--- src/rtl/wb_pwm_led_pkg.sv ---
// wb_pwm_led_pkg: register offsets, CTRL bit positions and the byte-lane
// merge helper shared by the Wishbone PWM LED block.
package wb_pwm_led_pkg;

    // Register offsets, decoded from wb_adr_i[4:2]
    localparam logic [2:0] REG_CTRL   = 3'd0;
    localparam logic [2:0] REG_PRESC  = 3'd1;
    localparam logic [2:0] REG_DUTY   = 3'd2;
    localparam logic [2:0] REG_BLINK  = 3'd3;
    localparam logic [2:0] REG_STATUS = 3'd4;

    // CTRL bit positions
    localparam int CTRL_EN       = 0;
    localparam int CTRL_BLINK_EN = 1;
    localparam int CTRL_IRQ_EN   = 2;

    // Replace only the bytes whose select bit is set
    function automatic logic [31:0] sel_merge(input logic [31:0] old_v,
                                              input logic [31:0] new_v,
                                              input logic [3:0]  sel);
        logic [31:0] m;
        m = old_v;
        for (int b = 0; b < 4; b++) begin
            if (sel[b]) m[b*8 +: 8] = new_v[b*8 +: 8];
        end
        return m;
    endfunction

endpackage

--- src/rtl/wb_pwm_led_core.sv ---
// pwm_led_core: prescaler, 8-bit PWM counter, shadowed duty compare and the
// optional blink gate (built only when PWM_LED_BLINK_EN is defined).
// No bus knowledge; the register file lives in wb_pwm_led.
module pwm_led_core
    import wb_pwm_led_pkg::*;
#(
    parameter int N_CH    = 4,
    parameter int PRESC_W = 16,
    parameter int BLINK_W = 16
) (
    input  logic                 clk_s,
    input  logic                 rst,
`ifdef PWM_LED_BLINK_EN
    input  logic                 i_blink_en,
    input  logic [BLINK_W-1:0]   i_blink,
`endif
    input  logic                 i_en,
    input  logic [PRESC_W-1:0]   i_presc,
    input  logic [N_CH*8-1:0]    i_duty,
    output logic [N_CH-1:0]      o_pwm,
    output logic                 o_wrap
);

    logic [PRESC_W-1:0] r_psc;
    logic [7:0]         r_cnt;
    logic [N_CH*8-1:0]  r_duty_act;
    logic               w_tick;
    logic               w_wrap;
    logic               w_gate;

    // >= lets a PRESC write below the running count wrap immediately
    assign w_tick = i_en && (r_psc >= i_presc);
    assign w_wrap = w_tick && (r_cnt == 8'hFF);
    assign o_wrap = w_wrap;

    // Prescaler: count 0..PRESC, held at 0 while disabled
    always_ff @(posedge clk_s) begin
        if (!rst || !i_en || w_tick) r_psc <= '0;
        else                         r_psc <= r_psc + PRESC_W'(1);
    end

    // PWM counter: advance on each tick, natural 255->0 wrap
    always_ff @(posedge clk_s) begin
        if (!rst || !i_en) r_cnt <= 8'd0;
        else if (w_tick)   r_cnt <= r_cnt + 8'd1;
    end

    // Active duty follows the shadow only at a period boundary (or when idle) so no pulse is cut short
    always_ff @(posedge clk_s) begin
        if (!rst)                  r_duty_act <= '0;
        else if (!i_en || w_wrap)  r_duty_act <= i_duty;
    end

`ifdef PWM_LED_BLINK_EN
    logic [BLINK_W-1:0] r_blink_cnt;
    logic               r_phase;

    // Count wrap events; on reaching BLINK restart and flip the blink phase
    always_ff @(posedge clk_s) begin
        if (!rst) begin
            r_blink_cnt <= '0;
            r_phase     <= 1'b0;
        end else if (!i_blink_en) begin
            r_blink_cnt <= '0;
            r_phase     <= 1'b1;
        end else if (w_wrap) begin
            if (r_blink_cnt >= i_blink) begin
                r_blink_cnt <= '0;
                r_phase     <= ~r_phase;
            end else begin
                r_blink_cnt <= r_blink_cnt + BLINK_W'(1);
            end
        end
    end

    assign w_gate = ~i_blink_en | r_phase;
`else
    assign w_gate = 1'b1;
`endif

    // Per-channel compare against the active duty byte
    always_comb begin
        o_pwm = '0;
        for (int i = 0; i < N_CH; i++) begin
            o_pwm[i] = i_en & w_gate & (r_cnt < r_duty_act[i*8 +: 8]);
        end
    end

endmodule

--- src/rtl/wb_pwm_led.sv ---
// wb_pwm_led: Wishbone slave (GPIO window) with N_CH 8-bit PWM LED outputs,
// a period-wrap status flag and level interrupt. Optional blink gate is
// enabled by defining PWM_LED_BLINK_EN.
module wb_pwm_led
    import wb_pwm_led_pkg::*;
#(
    parameter int N_CH    = 4,
    parameter int PRESC_W = 16,
    parameter int BLINK_W = 16
) (
    input  logic             clk_s,
    input  logic             rst,
    input  logic [31:0]      wb_adr_i,
    input  logic [31:0]      wb_dat_i,
    output logic [31:0]      wb_dat_o,
    input  logic [3:0]       wb_sel_i,
    input  logic             wb_we_i,
    input  logic             wb_stb_i,
    input  logic             wb_cyc_i,
    output logic             wb_ack_o,
    output logic [N_CH-1:0]  pwm_o,
    output logic             intr
);

    if (N_CH < 1 || N_CH > 4 || PRESC_W < 1 || PRESC_W > 32 ||
        BLINK_W < 1 || BLINK_W > 32) begin : g_bad_param
        $error("wb_pwm_led: parameter out of range");
    end

    // Duty bytes for absent channels are never stored, so they read back 0
    localparam logic [31:0] DUTY_MASK = (N_CH >= 4) ? 32'hFFFF_FFFF
                                                    : ((32'd1 << (8*N_CH)) - 32'd1);

    logic               r_ack;
    logic [31:0]        r_dat;
    logic [2:0]         r_ctrl;
    logic [PRESC_W-1:0] r_presc;
    logic [31:0]        r_duty;
    logic               r_flag;
    logic               w_acc;
    logic               w_wr;
    logic               w_rd;
    logic [2:0]         w_reg;
    logic [31:0]        w_rdata;
    logic               w_wrap;
    logic               w_unused_adr;

    // A new access is accepted only while not acking, giving one ack per two cycles
    assign w_acc        = wb_stb_i & wb_cyc_i & ~r_ack;
    assign w_wr         = w_acc & wb_we_i;
    assign w_rd         = w_acc & ~wb_we_i;
    assign w_reg        = wb_adr_i[4:2];
    assign w_unused_adr = ^{wb_adr_i[31:5], wb_adr_i[1:0]};

`ifdef PWM_LED_BLINK_EN
    logic [BLINK_W-1:0] r_blink;
`endif

    // Read mux
    always_comb begin
        w_rdata = 32'd0;
        case (w_reg)
            REG_CTRL:   w_rdata = {29'd0, r_ctrl};
            REG_PRESC:  w_rdata = 32'(r_presc);
            REG_DUTY:   w_rdata = r_duty;
`ifdef PWM_LED_BLINK_EN
            REG_BLINK:  w_rdata = 32'(r_blink);
`endif
            REG_STATUS: w_rdata = {31'd0, r_flag};
            default:    w_rdata = 32'd0;
        endcase
    end

    // Ack and registered read data; a reset drops any pending ack
    always_ff @(posedge clk_s) begin
        if (!rst) begin
            r_ack <= 1'b0;
            r_dat <= 32'd0;
        end else begin
            r_ack <= w_acc;
            r_dat <= w_rd ? w_rdata : 32'd0;
        end
    end

    // Register writes land on the same edge that raises ack
    always_ff @(posedge clk_s) begin
        if (!rst) begin
            r_ctrl  <= 3'd0;
            r_presc <= '0;
            r_duty  <= 32'd0;
`ifdef PWM_LED_BLINK_EN
            r_blink <= '0;
`endif
        end else if (w_wr) begin
            case (w_reg)
                REG_CTRL: if (wb_sel_i[0]) begin
                    r_ctrl[CTRL_EN]       <= wb_dat_i[CTRL_EN];
                    r_ctrl[CTRL_IRQ_EN]   <= wb_dat_i[CTRL_IRQ_EN];
`ifdef PWM_LED_BLINK_EN
                    r_ctrl[CTRL_BLINK_EN] <= wb_dat_i[CTRL_BLINK_EN];
`endif
                end
                REG_PRESC: r_presc <= PRESC_W'(sel_merge(32'(r_presc), wb_dat_i, wb_sel_i));
                REG_DUTY:  r_duty  <= sel_merge(r_duty, wb_dat_i, wb_sel_i) & DUTY_MASK;
`ifdef PWM_LED_BLINK_EN
                REG_BLINK: r_blink <= BLINK_W'(sel_merge(32'(r_blink), wb_dat_i, wb_sel_i));
`endif
                default: ;
            endcase
        end
    end

    // Wrap flag: a wrap on the same edge as a write-1-to-clear keeps it set
    always_ff @(posedge clk_s) begin
        if (!rst)
            r_flag <= 1'b0;
        else if (w_wrap)
            r_flag <= 1'b1;
        else if (w_wr && (w_reg == REG_STATUS) && wb_sel_i[0] && wb_dat_i[0])
            r_flag <= 1'b0;
    end

    assign wb_ack_o = r_ack;
    assign wb_dat_o = r_dat;
    assign intr     = r_flag & r_ctrl[CTRL_IRQ_EN];

    pwm_led_core #(
        .N_CH    (N_CH),
        .PRESC_W (PRESC_W),
        .BLINK_W (BLINK_W)
    ) u_core (
        .clk_s      (clk_s),
        .rst        (rst),
`ifdef PWM_LED_BLINK_EN
        .i_blink_en (r_ctrl[CTRL_BLINK_EN]),
        .i_blink    (r_blink),
`endif
        .i_en       (r_ctrl[CTRL_EN]),
        .i_presc    (r_presc),
        .i_duty     (r_duty[N_CH*8-1:0]),
        .o_pwm      (pwm_o),
        .o_wrap     (w_wrap)
    );

endmodule
--- config.mk ---
export PLATFORM = sky130hd
export DESIGN_NAME = wb_pwm_led
export DESIGN_NICKNAME = d
export VERILOG_FILES = /design/src/rtl/wb_pwm_led_pkg.sv /design/src/rtl/wb_pwm_led_core.sv /design/src/rtl/wb_pwm_led.sv
export SDC_FILE = /design/constraint.sdc
export NUM_CORES = 1
export LEC_CHECK = 0
export BUFFER_PORTS_ARGS = -buffer_cell sky130_fd_sc_hd__buf_4
export CAP_MARGIN = 20
export CORE_ASPECT_RATIO = 0.7
export CORE_MARGIN = 5
export CORE_UTILIZATION = 40
export DETAILED_ROUTE_END_ITERATION = 7
export GPL_TIMING_DRIVEN = 0
export PLACE_DENSITY_LB_ADDON = 0.1
export SYNTH_ARGS = -nofsm -noshare
export SYNTH_HDL_FRONTEND = slang
export SYNTH_SLANG_ARGS = --single-unit
export TNS_END_PERCENT = 100
--- constraint.sdc ---
create_clock -name clk_s -period 2 [get_ports clk_s]
set_input_delay 0.4 -clock clk_s [delete_from_list [all_inputs] [get_ports clk_s]]
set_output_delay 0.4 -clock clk_s [all_outputs]
set_load 0.02 [all_outputs]
==> impl_metrics.json <==
{
  "rsz0062_at_grt": "yes",
  "drive_above_1_share_pct": 28.3,
  "cp.arrival_ns": 2.02,
  "register_area_um2": 2850,
  "nets": 1044,
  "synth.most_common_cell": "dfxtp_1",
  "antenna_left": 0,
  "cts_made_buffers": 17,
  "synth-edff-count": 0,
  "dr.pass1.iters": 5,
  "worst_slack_ns": -0.419,
  "slew_headroom_pct": 51.6,
  "worstMarginPinSlew_ns": 0.722,
  "grt_start_max_net_pins": 17,
  "fp.dieW_um": 169,
  "hold_violations": 0,
  "chipHeight_um": 121,
  "dp_cells": 1107,
  "min_path_type": "in2reg",
  "ys_seq_area_share_pct": 39.8,
  "clk_latency_ns": 0.42,
  "worst_ir_drop_vdd_mv": 0.456,
  "syn_nets": 919,
  "cp_max_fo": 6,
  "crit_path_end_kind": "output pin",
  "core_region_area_um2": 17200,
  "cts.sinks": 140,
  "synth_common_cells": "dfxtp_1 (140), nand3_1 (96), nor2_1 (74)",
  "start_util_pct": 40.9,
  "status": "finished, violations left",
  "avgViaCountPerCell": 5.51,
  "drv_cap": 0,
  "root_buffer": "clkbuf_16",
  "vias": 6432,
  "grt_pass1_vias": 6339,
  "cp-start-kind": "flip-flop",
  "synthesis.area_um2": 7040,
  "setup_viol": 56,
  "async_flop_share_pct": 0,
  "grt_usage_pct": 21.4,
  "nFillCells": 1604,
  "insertedDiodeCount": 0,
  "drt_wl_total_um": 21800,
  "required_ns": 1.60,
  "pwr_density_cell_nw_per_um2": 680,
  "fin_crit_ns": 2.42,
  "wl_met3_um": 1340,
  "critPathKind": "reg2out",
  "fin_skew_ns": 0.0112,
  "cp_top_family": "compound AO/OA/AOI/OAI gates",
  "p_leak_uw": 0.00368,
  "rows": 40,
  "r2r_cells": 12,
  "fin_crit_sh_pct": 121,
  "dieArea_um2": 20400,
  "ys_seq_elements": 140,
  "wl_per_cell_um": 18.6,
  "crit_slowest_cell": "dfxtp_4",
  "ys_types": 47,
  "hold_path_end": "wb_dat_o[2]$_SDFF_PN0_",
  "drcViolationCount": 0,
  "path_common_cell": "a21o_1",
  "yosysTopAreaCell": "dfxtp_1",
  "postCtsHoldBufs": 0,
  "dp_hpwl_um": 15400,
  "fin_setup_tns_ns": -9.67,
  "gp_congestion": 0.847,
  "multi_input_area_um2": 4200,
  "synthesis.instances": 800,
  "avgSynthCellArea_um2": 8.79,
  "reg2reg_slack_ns": -0.32,
  "cts_tree": "built",
  "final_cells": 1167,
  "min-delay-start": "wb_adr_i[4]",
  "synthTopCellsByArea": "dfxtp_1 (40%), mux2i_1 (8.4%), ha_1 (8.2%), nand3_1 (6.8%), a311o_1 (4.4%)",
  "violations": "setup timing",
  "io_buffers": 76,
  "route.met2.wl_um": 9270,
  "area_growth_syn_to_layout_pct": 32.3,
  "path_cells": "ha_1 > a21o_1 > a21o_1 > a211oi_2 > o21ai_1 > o311ai_2 > buf_4",
  "drtIter0Drc": 464,
  "antenna_found_initial": 0,
  "synth-main-ff-cell": "dfxtp_1",
  "ioPinCount": 111,
  "r2r_start": "r_presc[5]$_SDFFE_PN0P_",
  "crit_buf_inv": 1,
  "max_freq_mhz": 413,
  "top_layer_used": "met4",
  "slew_viol_final": 0,
  "rr_endpoint": "u_core.r_duty_act[27]$_SDFFE_PN0P_",
  "htree_levels": 4,
  "cts.reportedPaths.clkPinSlew_ns": 0.06,
  "drt-met1-wl_um": 10900,
  "hold_depth": 2,
  "grt_first_pass_wirelength_um": 34400,
  "grt.overflow.total": 0,
  "max-clock-path-buffers": 2,
  "post-route-util_pct": 54.1,
  "critPathMaxStageDelay_ns": 0.43,
  "synth_top_area_share_pct": 39.8,
  "yosys_warnings": 0
}
==> where the power goes <==
| part | internal [µW] | switching, µW | total (µW) |
|---|---|---|---|
| clock | 2050 | 1230 | 3280 |
| sequential | 2790 | 6.09 | 2800 |
| combinational | 104 | 148 | 252 |
==> through the flow <==
step                power, µW  cell area [µm²]  hold WS (ns)  worst slack [ns]
CTS                      6350             9200         0.181            -0.426
finish                   6330             9310         0.196            -0.419
global route             6510             9310         0.192            -0.535
detailed placement       3090             7920         0.474            -0.638
floorplan                2970             7060         0.437           -0.0102
global placement         3090             7920         0.460            -0.675
==> layout by cell type (no fill, tap or decap), types with 5 or more instances in the layout <==
| cell | synthesis | layout |
|---|---|---|
| clkbuf_2 | 0 | 5 |
| a21o_1 | 8 | 8 |
| a21oi_1 | 17 | 8 |
| clkbuf_1 | 41 | 34 |
| buf_2 | 7 | 7 |
| nor2_2 | 0 | 10 |
| nand3_1 | 96 | 95 |
| inv_2 | 1 | 11 |
| o21ai_0 | 13 | 6 |
| clkbuf_16 | 0 | 17 |
| buf_8 | 0 | 7 |
| dfxtp_2 | 0 | 27 |
| or4_1 | 6 | 5 |
| and3_1 | 25 | 25 |
| ha_1 | 46 | 32 |
| buf_6 | 1 | 7 |
| a21boi_0 | 11 | 11 |
| a21boi_1 | 13 | 13 |
| nor2b_1 | 29 | 29 |
| inv_1 | 47 | 37 |
| dfxtp_1 | 140 | 109 |
| ha_4 | 0 | 12 |
| nor2_1 | 74 | 61 |
| buf_4 | 0 | 94 |
| a21oi_2 | 0 | 9 |
| a22oi_1 | 14 | 14 |
| mux2i_1 | 59 | 58 |
| nand2_1 | 52 | 47 |
| xnor2_1 | 6 | 6 |
| a211oi_2 | 0 | 5 |
| o21ai_1 | 4 | 7 |
| a311o_1 | 31 | 31 |
| buf_12 | 2 | 5 |
| and2_1 | 5 | 5 |
| xor2_1 | 9 | 9 |
==> flip-flops by register name (all words and copies together), names as in the netlist <==
signal,count
r_presc,16
u_core.r_duty_act,32
wb_ack_o,1
wb_dat_o,32
r_ctrl,2
u_core.r_psc,16
r_duty,32
u_core.r_cnt,8
r_flag,1
==> kinds of logic after synthesis <==
group,Yosys count,share of synthesized area [%]
AOI/OAI and AO/OA,130,14.1
xor gates and xnor gates,15,1.87
adders and majority gates,46,8.18
buffers and inverters,102,6.14
DFF,140,39.8
muxes,59,8.39
and+or+nand+nor,308,21.5
==> metal layers <==
layer / up-vias / GRT usage, %
met5: - / 0
met4: 0 / 5.22
met3: 16 / 4.56
met2: 207 / 31.5
met1: 3123 / 31.9
li1: 3086 / -
==> how the worst max path moves through the flow <==
stage | start | endpoint | slack (ns) | cells after the start
detailed placement | wb_adr_i[3] | r_duty[3]$_SDFFE_PN0P_ | -0.64 | 5
finish | u_core.r_cnt[1]$_SDFFE_PP0P_ | pwm_o[0] | -0.42 | 7
global placement | wb_adr_i[3] | r_duty[4]$_SDFFE_PN0P_ | -0.67 | 5
CTS | u_core.r_cnt[1]$_SDFFE_PP0P_ | pwm_o[2] | -0.43 | 7
floorplan | r_presc[13]$_SDFFE_PN0P_ | u_core.r_duty_act[27]$_SDFFE_PN0P_ | -0.01 | 10
global route | u_core.r_cnt[1]$_SDFFE_PP0P_ | pwm_o[0] | -0.54 | 7
==> timing repair <==
| action | 4_1_cts | 5_1_grt |
|---|---|---|
| gates cloned | 3 | 0 |
| buffers inserted | 29 | 4 |
| pin swaps | 51 | 18 |
| setup endpoints to repair | 101 | 109 |
| gates resized for setup | 109 | 52 |
==> area by class of cell <==
class                      instances  share of cell area (%)
buffer                            50                    2.71
clock inverter                     9                    1.48
sequential                       140                    30.6
timing repair buffer             109                    9.97
tap                              231                    3.10
clock buffer                      21                    5.05
multi-input combinational        558                    45.1
inverter                          49                    1.99
No activity file was read; power rests on OpenSTA's default activity.
